`src/rtl/router_dest_reader_if.sv`:
```
// FIFO-side and stream-side signals of one router egress port.
// master: the reader (drives read_enb and the stream); slave: the FIFO/sink side.
interface router_dest_reader_if #(
  parameter int DATA_W = 8
);
  logic              vld_out;
  logic [DATA_W-1:0] dout;
  logic              read_enb;
  logic [DATA_W-1:0] pkt_data;
  logic              pkt_valid;
  logic              pkt_ready;
  logic              pkt_sop;
  logic              pkt_eop;
  logic              pkt_done;
  logic              parity_err;
  logic              stall_warn;
  logic              busy;

  modport master (
    input  vld_out, dout, pkt_ready,
    output read_enb, pkt_data, pkt_valid, pkt_sop, pkt_eop,
           pkt_done, parity_err, stall_warn, busy
  );

  modport slave (
    output vld_out, dout, pkt_ready,
    input  read_enb, pkt_data, pkt_valid, pkt_sop, pkt_eop,
           pkt_done, parity_err, stall_warn, busy
  );
endinterface

```
`src/rtl/router_dest_reader.sv`:
```
// Egress reader for one router port: drains the port FIFO into a sop/eop-framed
// ready/valid stream. Define RDR_PARITY_CHK_EN to enable the packet parity check.
module router_dest_reader #(
  parameter int DATA_W     = 8,
  parameter int STALL_WARN = 24
) (
  input logic                  clk,
  input logic                  rstn,
  router_dest_reader_if.master bus
);
  localparam int            CW       = $clog2(STALL_WARN + 1);
  localparam logic [CW-1:0] WARN_MAX = CW'(STALL_WARN);

  typedef enum logic [2:0] {IDLE, HDR_RD, HDR_WAIT, BODY_RD, DRAIN} state_t;

  state_t              state_q, state_d;
  logic [6:0]          remain_q, remain_d;
  logic                rd_pend_q, pend_sop_q, pend_eop_q;
  logic [DATA_W+1:0]   ent0_q, ent1_q;   // {sop, eop, data}
  logic [1:0]          occ_q;
  logic [CW-1:0]       stall_cnt_q;
  logic                done_q;

  logic              credit, issue_ok, rd_en, push, pop, eop_hs;
  logic [DATA_W+1:0] new_ent;

  // Credit counts the byte still in flight from the FIFO so the buffer never overflows.
  assign credit   = (occ_q + 2'(rd_pend_q)) < 2'd2;
  assign issue_ok = (state_q == HDR_RD) || ((state_q == BODY_RD) && (remain_q != 7'd0));
  assign rd_en    = issue_ok && bus.vld_out && credit;
  assign push     = rd_pend_q;
  assign pop      = (occ_q != 2'd0) && bus.pkt_ready;
  assign eop_hs   = pop && ent0_q[DATA_W];
  assign new_ent  = {pend_sop_q, pend_eop_q, bus.dout};

  always_comb begin
    state_d  = state_q;
    remain_d = remain_q;
    case (state_q)
      IDLE:     if (bus.vld_out) state_d = HDR_RD;
      HDR_RD:   if (rd_en) state_d = HDR_WAIT;
      HDR_WAIT: if (rd_pend_q) begin
        remain_d = {1'b0, bus.dout[7:2]} + 7'd1;
        state_d  = BODY_RD;
      end
      BODY_RD:  if (rd_en) begin
        remain_d = remain_q - 7'd1;
        if (remain_q == 7'd1) state_d = DRAIN;
      end
      DRAIN:    if (eop_hs) state_d = IDLE;
      default:  state_d = IDLE;
    endcase
  end

  always_ff @(posedge clk or negedge rstn) begin
    if (!rstn) begin
      state_q     <= IDLE;
      remain_q    <= '0;
      rd_pend_q   <= 1'b0;
      pend_sop_q  <= 1'b0;
      pend_eop_q  <= 1'b0;
      stall_cnt_q <= '0;
      done_q      <= 1'b0;
    end else begin
      state_q     <= state_d;
      remain_q    <= remain_d;
      rd_pend_q   <= rd_en;
      pend_sop_q  <= rd_en && (state_q == HDR_RD);
      pend_eop_q  <= rd_en && (state_q == BODY_RD) && (remain_q == 7'd1);
      done_q      <= eop_hs;
      if (!bus.vld_out || rd_en)      stall_cnt_q <= '0;
      else if (stall_cnt_q != WARN_MAX) stall_cnt_q <= stall_cnt_q + 1'b1;
    end
  end

  // Two-entry skid buffer; entries only shift on a pop so the head holds under backpressure.
  always_ff @(posedge clk or negedge rstn) begin
    if (!rstn) begin
      occ_q  <= '0;
      ent0_q <= '0;
      ent1_q <= '0;
    end else begin
      case ({push, pop})
        2'b10: begin
          if (occ_q == 2'd0) ent0_q <= new_ent;
          else               ent1_q <= new_ent;
          occ_q <= occ_q + 2'd1;
        end
        2'b01: begin
          ent0_q <= ent1_q;
          occ_q  <= occ_q - 2'd1;
        end
        2'b11: begin
          if (occ_q == 2'd1) ent0_q <= new_ent;
          else begin
            ent0_q <= ent1_q;
            ent1_q <= new_ent;
          end
        end
        default: ;
      endcase
    end
  end

`ifdef RDR_PARITY_CHK_EN
  logic [DATA_W-1:0] par_q;
  logic              perr_q;

  // Running XOR restarts on the header and includes the parity byte, so a good packet ends at 0.
  always_ff @(posedge clk or negedge rstn) begin
    if (!rstn) begin
      par_q  <= '0;
      perr_q <= 1'b0;
    end else begin
      if (push) par_q <= pend_sop_q ? bus.dout : (par_q ^ bus.dout);
      perr_q <= eop_hs && (par_q != '0);
    end
  end

  assign bus.parity_err = perr_q;
`else
  assign bus.parity_err = 1'b0;
`endif

  assign bus.read_enb   = rd_en;
  assign bus.pkt_valid  = (occ_q != 2'd0);
  assign bus.pkt_data   = ent0_q[DATA_W-1:0];
  assign bus.pkt_eop    = ent0_q[DATA_W];
  assign bus.pkt_sop    = ent0_q[DATA_W+1];
  assign bus.pkt_done   = done_q;
  assign bus.stall_warn = (stall_cnt_q == WARN_MAX);
  assign bus.busy       = (state_q != IDLE);

endmodule

```
`src/flat_wrapper.sv`:
```
// flat-port wrapper written by rule: the top's interface ports become plain ports
module router_dest_reader_flat 
#(
  parameter int DATA_W     = 8,
  parameter int STALL_WARN = 24
)
  (clk, rstn, bus_vld_out, bus_dout, bus_pkt_ready, bus_read_enb, bus_pkt_data, bus_pkt_valid, bus_pkt_sop, bus_pkt_eop, bus_pkt_done, bus_parity_err, bus_stall_warn, bus_busy);
  router_dest_reader_if #(.DATA_W(DATA_W)) bus_i ();
  input logic clk;
  input logic rstn;
  input wire logic [$bits(bus_i.vld_out)-1:0] bus_vld_out;
  input wire logic [$bits(bus_i.dout)-1:0] bus_dout;
  input wire logic [$bits(bus_i.pkt_ready)-1:0] bus_pkt_ready;
  output wire logic [$bits(bus_i.read_enb)-1:0] bus_read_enb;
  output wire logic [$bits(bus_i.pkt_data)-1:0] bus_pkt_data;
  output wire logic [$bits(bus_i.pkt_valid)-1:0] bus_pkt_valid;
  output wire logic [$bits(bus_i.pkt_sop)-1:0] bus_pkt_sop;
  output wire logic [$bits(bus_i.pkt_eop)-1:0] bus_pkt_eop;
  output wire logic [$bits(bus_i.pkt_done)-1:0] bus_pkt_done;
  output wire logic [$bits(bus_i.parity_err)-1:0] bus_parity_err;
  output wire logic [$bits(bus_i.stall_warn)-1:0] bus_stall_warn;
  output wire logic [$bits(bus_i.busy)-1:0] bus_busy;
  assign bus_i.vld_out = bus_vld_out;
  assign bus_i.dout = bus_dout;
  assign bus_i.pkt_ready = bus_pkt_ready;
  assign bus_read_enb = bus_i.read_enb;
  assign bus_pkt_data = bus_i.pkt_data;
  assign bus_pkt_valid = bus_i.pkt_valid;
  assign bus_pkt_sop = bus_i.pkt_sop;
  assign bus_pkt_eop = bus_i.pkt_eop;
  assign bus_pkt_done = bus_i.pkt_done;
  assign bus_parity_err = bus_i.parity_err;
  assign bus_stall_warn = bus_i.stall_warn;
  assign bus_busy = bus_i.busy;
  router_dest_reader #(.DATA_W(DATA_W), .STALL_WARN(STALL_WARN)) u_core (.clk(clk), .rstn(rstn), .bus(bus_i));
endmodule
```
`config.mk`:
```
export PLATFORM = sky130hd
export DESIGN_NAME = router_dest_reader_flat
export DESIGN_NICKNAME = d
export VERILOG_FILES = /design/src/rtl/router_dest_reader_if.sv /design/src/rtl/router_dest_reader.sv /design/src/flat_wrapper.sv
export SDC_FILE = /design/constraint.sdc
export NUM_CORES = 1
export LEC_CHECK = 0
export CAP_MARGIN = 20
export CELL_PAD_IN_SITES_DETAIL_PLACEMENT = 1
export CELL_PAD_IN_SITES_GLOBAL_PLACEMENT = 1
export CORE_UTILIZATION = 35
export DETAILED_ROUTE_END_ITERATION = 12
export GPL_ROUTABILITY_DRIVEN = 1
export PLACE_DENSITY = 0.77
export SETUP_SLACK_MARGIN = 0.02
export SYNTH_ARGS = -nofsm -noshare
export SYNTH_HDL_FRONTEND = slang
export SYNTH_SLANG_ARGS = --single-unit
```
`constraint.sdc`:
```
create_clock -name clk -period 2.92 [get_ports clk]
set_input_delay 0.584 -clock clk [delete_from_list [all_inputs] [get_ports clk]]
set_output_delay 0.584 -clock clk [all_outputs]
set_load 0.005 [all_outputs]
```
==> run summary, run 1 <==
The clock net sink count is 41. Setup repair after global routing left no endpoint under its margin. The clock network fraction of total power is 18.0%. The number of design rule violations left after detail routing is 0. The sequential share of power is 37.7%. The reported max-cap violation count came out at 0. The delay of the slowest cell on the worst path came out at 0.51 ns. The share of the clock period used by the worst path after layout is 94.7%.

The final setup violation count came out at 0. The post-synth net total is 247. The most used flip-flop cell after synthesis is sky130_fd_sc_hd__dfrtp_1. The first-pass GRT wire length is 8400 um. The share of cells above drive strength 1 came out at 12.0%.

Counting flops and latches in the post-synthesis netlist gives 41. The initial core utilization came out at 36.8%. The number of endpoints with negative hold slack in the final report is 0. Walking the worst path, the cells encountered are clkdlybuf4s50_1, nand2_1, nor3_2, o211ai_1, inv_1, clkdlybuf4s50_1. The maximum vdd ir drop came out at 0.000361 V.

The sequential cell area fraction in the yosys report is 46.6%. The count of unique library cells instantiated by Yosys is 49. In this run the worst setup path begins at bus_vld_out.

The sum of negative setup slack is 0 ns. The clock transition at the register clock pins on the worst setup and hold paths after CTS is 0.07 ns. 0 antenna diodes ended up in the layout.

The Yosys warning count came out at 0. TritonCTS built the clock tree. The worst register-to-register path has a setup slack of 0.55 ns.

Fill cells in the final layout number 684. The timing-limited maximum frequency came out at 362 MHz. The sum of overflow across all layers after global routing is 0. Broken down by cell family, the worst path's largest delay share belongs to buffers and inverters. Counting every instance in the synthesized netlist gives 224.

Dividing total power by cell area gives a power density of 937 nW/um^2. STA classifies the critical path startpoint as a primary input. The global-route usage over all layers came out at 17.0%. The internal power came out at 0.00155 W.

The number of enable-type register cells in the synthesized netlist is 0. The cell sitting at the root of the clock tree is a sky130_fd_sc_hd__clkbuf_8. The critical path is of the primary input to primary output type. sky130_fd_sc_hd__dfrtp_1 takes more of the synthesized area than any other cell. The worst register-to-register path begins at u_core.occ_q[0]. The worst-case clock buffer depth is 2. The terminus of the critical flop-to-flop path is u_core.ent1_q[3]. The fraction of registers with async set or reset after synthesis came out at 100%. The area of the core is 5990 sq um. The level count of the clock H-tree came out at 2.

The die height came out at 81.3 um. The share of synthesized area in the top cell type comes to 46.6%. The top-level port count is 28. The number of nets in the layout is 274. The part of the total power dissipated in combinational logic is 44.3%. The relative area change from synthesis to final layout came out at 20.0%. The first-iteration detailed-routing DRC count came out at 91. The switching share of power came out at 37.5%. The largest net degree at the start of global routing came out at 42. For the worst-skew pair, the clock arrives at the later sink with an insertion delay of 0.30 ns. Dividing the detail-routed wire length by the instance count gives 15.2 um. Data on the critical path arrives at its endpoint at 2.18 ns. The sum of buffers and inverters on the critical path is 3. At the end of routability-driven placement, the weighted congestion stood at 0.817. The run finished with clean final reports. STA puts the critical path data required time at 2.34 ns.

Counting the buffers created by CTS gives 5. The final non-filler cell total came out at 326. The placed instance count is 319. After synthesis, the mean cell area works out to 9.83 sq um. Of all nets on the critical path, the largest fanout is 3. The estimated wirelength of the detail-placed design came out at 3690 um. The worst min-delay path class is primary input to asynchronous set/reset pin.

Among all stages on the critical path, the largest delay is contributed by sky130_fd_sc_hd__clkdlybuf4s50_1. The worst-case reg-to-reg path depth is 8. The relative max-transition margin is 36.6%.

The number of I/O port buffers is 26. The number of hold-repair buffers added at the cts stage came out at 0. The worst setup path is captured at a primary output. The number of placement rows came out at 28. The initial antenna violation count came to 0. For this design the static power due to leakage is 1.18 nW. By instance count, the cell type seen most on the critical path is sky130_fd_sc_hd__clkdlybuf4s50_1. The total number of vias is 1,688. The via count of the first global-routing pass is 1,720. Ranked by total cell area, the synthesized netlist is headed by sky130_fd_sc_hd__dfrtp_1 47%, sky130_fd_sc_hd__ha_1 6.3%, sky130_fd_sc_hd__mux2_2 5.1%. The number of iterations in the first detailed-routing pass came out at 4. The full die area is 6610 sq um.

The via-per-instance ratio came out at 5.18. The mapped netlist covers 2200 sq um. The clock skew came out at 0.00562 ns.

The clock period minus worst slack is 2.77 ns. The max-slew violation count came out at 0. For this design the total switching power over the nets is 0.000930 W. The remaining number of nets flagged by the antenna check after routing is 0.

For the pin with the worst max-slew slack, the measured transition is 0.951 ns. The width of the die came out at 81.3 um. The routed wire length is 4960 um.
## how the worst max path moves through the flow
stage               cells after the start                to  slack, ns
global route                            5      bus_read_enb       0.03
finish                                  6      bus_read_enb       0.15
floorplan                               9  u_core.ent1_q[0]       0.74
detailed placement                      6      bus_read_enb       0.04
CTS                                     6      bus_read_enb       0.03
global placement                        6      bus_read_enb       0.18
## layer usage
metal	track usage [%]	vias up	routed length [um]
met5	0	-	0
met4	4.82	0	61
met3	4.72	5	163
met2	26.4	21	2380
met1	22.8	830	2360
li1	-	832	-
## final cells by class
type,instances,area (sq um),share of cell area (%)
Clock inverter,2,35.0,1.33
Multi-Input combinational cell,158,1080,40.9
Clock buffer,5,68.8,2.60
Timing Repair Buffer,29,278,10.5
Sequential cell,41,1030,38.8
Tap cell,75,93.8,3.55
Inverter,16,60.1,2.27
## layout by cell type, fill, tap and decap left out, types with 2 or more instances in the layout
| master | n |
|---|---|
| sky130_fd_sc_hd__xnor2_1 | 5 |
| sky130_fd_sc_hd__dfrtp_1 | 41 |
| sky130_fd_sc_hd__xor2_1 | 4 |
| sky130_fd_sc_hd__a22oi_1 | 11 |
| sky130_fd_sc_hd__clkbuf_8 | 5 |
| sky130_fd_sc_hd__nor2_1 | 11 |
| sky130_fd_sc_hd__nand2_1 | 24 |
| sky130_fd_sc_hd__ha_1 | 11 |
| sky130_fd_sc_hd__mux2_2 | 10 |
| sky130_fd_sc_hd__a31oi_1 | 2 |
| sky130_fd_sc_hd__buf_4 | 3 |
| sky130_fd_sc_hd__nand3_1 | 7 |
| sky130_fd_sc_hd__clkdlybuf4s50_1 | 25 |
| sky130_fd_sc_hd__o21ai_0 | 21 |
| sky130_fd_sc_hd__a211oi_1 | 2 |
| sky130_fd_sc_hd__a21oi_1 | 9 |
| sky130_fd_sc_hd__a21o_1 | 2 |
| sky130_fd_sc_hd__nor3_1 | 6 |
| sky130_fd_sc_hd__inv_1 | 16 |
| sky130_fd_sc_hd__nor2b_1 | 3 |
| sky130_fd_sc_hd__o211ai_1 | 2 |
## flip-flops by register name, indices dropped and copies added, names as in the netlist
| signal | count |
|---|---|
| u_core.pend_eop_q | 1 |
| u_core.ent1_q | 10 |
| u_core.push | 1 |
| u_core.bus.pkt_done | 1 |
| u_core.remain_q | 7 |
| u_core.ent0_q | 10 |
| u_core.state_q | 3 |
| u_core.occ_q | 2 |
| u_core.stall_cnt_q | 5 |
| u_core.pend_sop_q | 1 |
## stage by stage
stage | hold WS (ns) | power, W | setup slack, ns | util (%) | cell area, sq um
after floorplan | 0.288 | 0.00166 | 0.736 | - | 2200
after global placement | 0.463 | 0.00199 | 0.176 | 42.3 | 2530
after detailed placement | 0.471 | 0.00204 | 0.0387 | 42.3 | 2530
after CTS | 0.467 | 0.00250 | 0.0315 | 44.0 | 2640
after global routing | 0.497 | 0.00270 | 0.0257 | 44.1 | 2640
final | 0.429 | 0.00248 | 0.155 | 44.1 | 2640
## timing repair
action	4_1_cts	5_1_grt
setup endpoints to repair	0	1
buffers inserted	0	0
resized for setup	0	1
## cells in the mapped netlist, types with 2 or more instances
cell	n
sky130_fd_sc_hd__a21o_1	2
sky130_fd_sc_hd__a31oi_1	2
sky130_fd_sc_hd__clkbuf_1	5
sky130_fd_sc_hd__xnor2_1	5
sky130_fd_sc_hd__a22oi_1	11
sky130_fd_sc_hd__inv_1	16
sky130_fd_sc_hd__o211ai_1	2
sky130_fd_sc_hd__a211oi_1	2
sky130_fd_sc_hd__nor3_1	7
sky130_fd_sc_hd__nand2_1	24
sky130_fd_sc_hd__nor2b_1	3
sky130_fd_sc_hd__o21ai_0	21
sky130_fd_sc_hd__buf_2	2
sky130_fd_sc_hd__xor2_1	4
sky130_fd_sc_hd__mux2_2	10
sky130_fd_sc_hd__ha_1	11
sky130_fd_sc_hd__dfrtp_1	41
sky130_fd_sc_hd__nand3_1	7
sky130_fd_sc_hd__nor2_1	11
sky130_fd_sc_hd__a21oi_1	9
## kinds of logic (layout without fill, tap and decap cells)
kind of cell	count (synthesis)	after routing	synth area share, %
buf+inv	25	52	4.55
simple gates	66	66	15.3
other cells	1	1	0.170
fa+ha+maj	11	11	6.25
mux	11	11	5.80
compound gates	60	60	17.8
xor+xnor	9	9	3.58
flops	41	41	46.6
## power by group through the flow
stage / Sequential (W) / Combinational (W) / Clock (W)
2_1_floorplan: 0.000913 / 0.000746 / 0
3_3_place_gp: 0.000933 / 0.00106 / 0
3_5_place_dp: 0.000944 / 0.00110 / 0
4_1_cts: 0.000935 / 0.00110 / 0.000463
5_1_grt: 0.000967 / 0.00125 / 0.000489
6_report: 0.000934 / 0.00110 / 0.000445
Power figures use the tool's default switching activity.
==> inputs of run 2 (changes only) <==
PLACE_DENSITY = 0.8   (was 0.77)
clock period = 2.2 ns   (was 2.92 ns; I/O delays follow)
==> run summary, run 2 (synthesis results as in run 1) <==
The worst setup path is captured at a primary output. The worst slack after detailed placement is -0.360 ns (-0.399 ns). Walking the worst path, the cells encountered are buf_4, or3_1, clkdlybuf4s50_1. The largest net degree at the start of global routing is 42 (unchanged). The register-to-register setup slack is 0.12 ns (-0.43 ns).

The number of nets in the layout was 305 (+11%). The initial core utilization came out at 36.8% (unchanged). The worst setup slack after layout was 0.0775 ns (-0.0772 ns). The maximum fanout along the worst path came out at 16 (+13).

The routed wire length is 5800 um (+17%). The initial antenna violation count was 0 (unchanged). The total number of vias came out at 1,859 (+10%). The largest individual stage delay along the critical path comes from the cell sky130_fd_sc_hd__clkdlybuf4s50_1. The CTS buffer count is 5 (unchanged).

The final setup violation count came to 0 (unchanged). The number of design rule violations left after detail routing is 0 (unchanged). The top-level port count is 28 (unchanged).

The timing-limited maximum frequency is 471 MHz. The total area of sequential cells came out at 1030 sq um (+0.24%). The clock transition at the register clock pins on the worst setup and hold paths after CTS is 0.08 ns (about the same). Setup repair after global routing could not meet its margin everywhere. The delay of the slowest cell on the worst path came out at 0.45 ns (-0.06 ns). The worst min-delay path class is primary input to asynchronous set/reset pin. The filler cell count came out at 689 (+0.73%). The data arrival at the endpoint of the critical path is 1.68 ns (-0.50 ns).

The estimated wirelength of the detail-placed design is 3910 um (+5.9%). The sum of overflow across all layers after global routing came out at 0 (unchanged). The flow ran to the end, and the final reports show no timing, DRC or antenna violations. The number of I/O port buffers is 26 (unchanged). The full die area came out at 6610 sq um (unchanged). The via count of the first global-routing pass came out at 1,961 (+14%). The clock net sink count came out at 41 (unchanged). In this run the critical register-to-register path is launched from u_core.occ_q[0]. The number of iterations in the first detailed-routing pass was 4 (unchanged). The level count of the clock H-tree came to 2 (unchanged). The first-iteration detailed-routing DRC count came out at 108 (+19%).

The slew at the pin closest to its max-slew limit is 0.556 ns (-0.395 ns). The required time reported for the critical path endpoint is 1.76 ns (-0.58 ns). The largest registers in the layout are u_core.ent0_q: 10 flops, u_core.ent1_q: 10 flops, u_core.remain_q: 7 flops. The global-route usage over all layers came out at 19.4% (+2.4 points).

The areal power density over the cells came out at 1270 nW/um^2 (+35%). From synthesis to final layout, the design area changed by 33.0%. The reported max-cap violation count is 0 (unchanged). STA classifies the critical path startpoint as a flip-flop. The share of the clock period used by the worst path after layout came out at 96.5%. The insertion delay to the later sink of the worst-skew pair was 0.30 ns (about the same). The number of antenna cells inserted is 0 (unchanged). The worst setup path is of the flip-flop to primary output kind.

The first-pass GRT wire length came to 9570 um (+14%). The worst register-to-register path ends at u_core.ent1_q[3]. The number of placement rows is 28 (unchanged). The maximum vdd ir drop came out at 0.000601 V (+67%). The worst-case clock buffer depth came to 2 (unchanged). The placer congestion estimate is 0.758 (-7.2%). The power after layout came out at 0.00371 W (+50%). The area of the core is 5990 sq um (unchanged). The number of endpoints with negative hold slack in the final report came out at 0 (unchanged).

The width of the die came out at 81.3 um (unchanged). The worst-case reg-to-reg path depth is 9 (+1). Tracing the worst setup path back leads to its startpoint at u_core.state_q[0].

The leakage dissipation came out at 1.36 nW (+15%). The die height is 81.3 um (unchanged). The via-per-instance ratio is 5.19 (+0.29%). The clock skew is 0.0116 ns (+0.00596 ns). The footprint of the multi-input gates came out at 1100 sq um (+2.2%).

The average detailed-routed wire length per instance is 16.2 um (+6.5%). The library cells used most frequently in the layout, excluding fill and tap cells, are 39 x sky130_fd_sc_hd__dfrtp_1, 30 x sky130_fd_sc_hd__buf_4, 24 x sky130_fd_sc_hd__nand2_1. The relative max-transition margin came to 63.0% (+26 points). The clock period minus worst slack came out at 2.12 ns. The share of cells above drive strength 1 is 25.1% (+13 points). The max-slew violation count came out at 0 (unchanged).

The tree is rooted in a sky130_fd_sc_hd__clkbuf_8. The library cell used most frequently in the layout, excluding fill and tap cells, is sky130_fd_sc_hd__dfrtp_1. The clock tree from TritonCTS is built. The remaining number of nets flagged by the antenna check after routing came out at 0 (unchanged).
[run 2: layout make-up]
type | count | share of cell area (%)
clock inverter | 1 | 0.171
sequential | 41 | 35.1
timing repair buffer | 60 | 18.5
clock buffer | 7 | 3.29
tap | 75 | 3.20
multi-input combinational | 158 | 37.7
inverter | 16 | 2.05
[run 2: worst max-delay path by stage]
stage | endpoint | slack [ns]
finish | bus_busy | 0.08
global route | bus_read_enb | 0.01
CTS | bus_read_enb | -0.03
detailed placement | u_core.ent0_q[9] | -0.36
global placement | bus_read_enb | -0.24
floorplan | u_core.ent1_q[0] | 0.16
[run 2: per-stage QoR]
| stage | instances | TNS, ns | instance area [sq um] | util [%] | hold WS [ns] |
|---|---|---|---|---|---|
| 6_report | 358 | 0 | 2930 | 48.9 | 0.206 |
| 5_1_grt | 358 | 0 | 2930 | 48.9 | 0.247 |
| 4_1_cts | 357 | -0.0636 | 2900 | 48.4 | 0.221 |
| 3_5_place_dp | 336 | -4.85 | 2690 | 44.8 | 0.473 |
| 3_3_place_gp | 336 | -2.88 | 2690 | 44.8 | 0.462 |
| 2_1_floorplan | 224 | 0 | 2200 | - | 0.144 |
[run 2: metal layers]
| layer | up-vias | track usage [%] | wire, um |
|---|---|---|---|
| li1 | 897 | - | - |
| met1 | 922 | 24.1 | 2560 |
| met2 | 32 | 33.8 | 2990 |
| met3 | 8 | 4.04 | 173 |
| met4 | 0 | 4.82 | 71 |
| met5 | - | 0 | 0 |
[run 2: power by group]
group          total [W]  internal [W]  leakage (nW)  switching, W
combinational    0.00195       0.00102         0.799      0.000939
sequential       0.00121       0.00102         0.507      0.000185
clock           0.000550      0.000284        0.0542      0.000266
total            0.00371       0.00232          1.36       0.00139
[run 2: timing repair]
action,CTS,global route
hold buffers,0,0
gates cloned,0,0
pin swaps,3,3
gates resized for setup,8,9
buffers inserted,14,3
endpoints found under the setup margin,22,25
[run 2: critical path, delay by kind of cell, from the launching register on]
| family | cells | cell delay, ns |
|---|---|---|
| buffers and inverters | 2 | 0.65 |
| flip-flops | 1 | 0.39 |
| AND/OR/NAND/NOR | 1 | 0.33 |
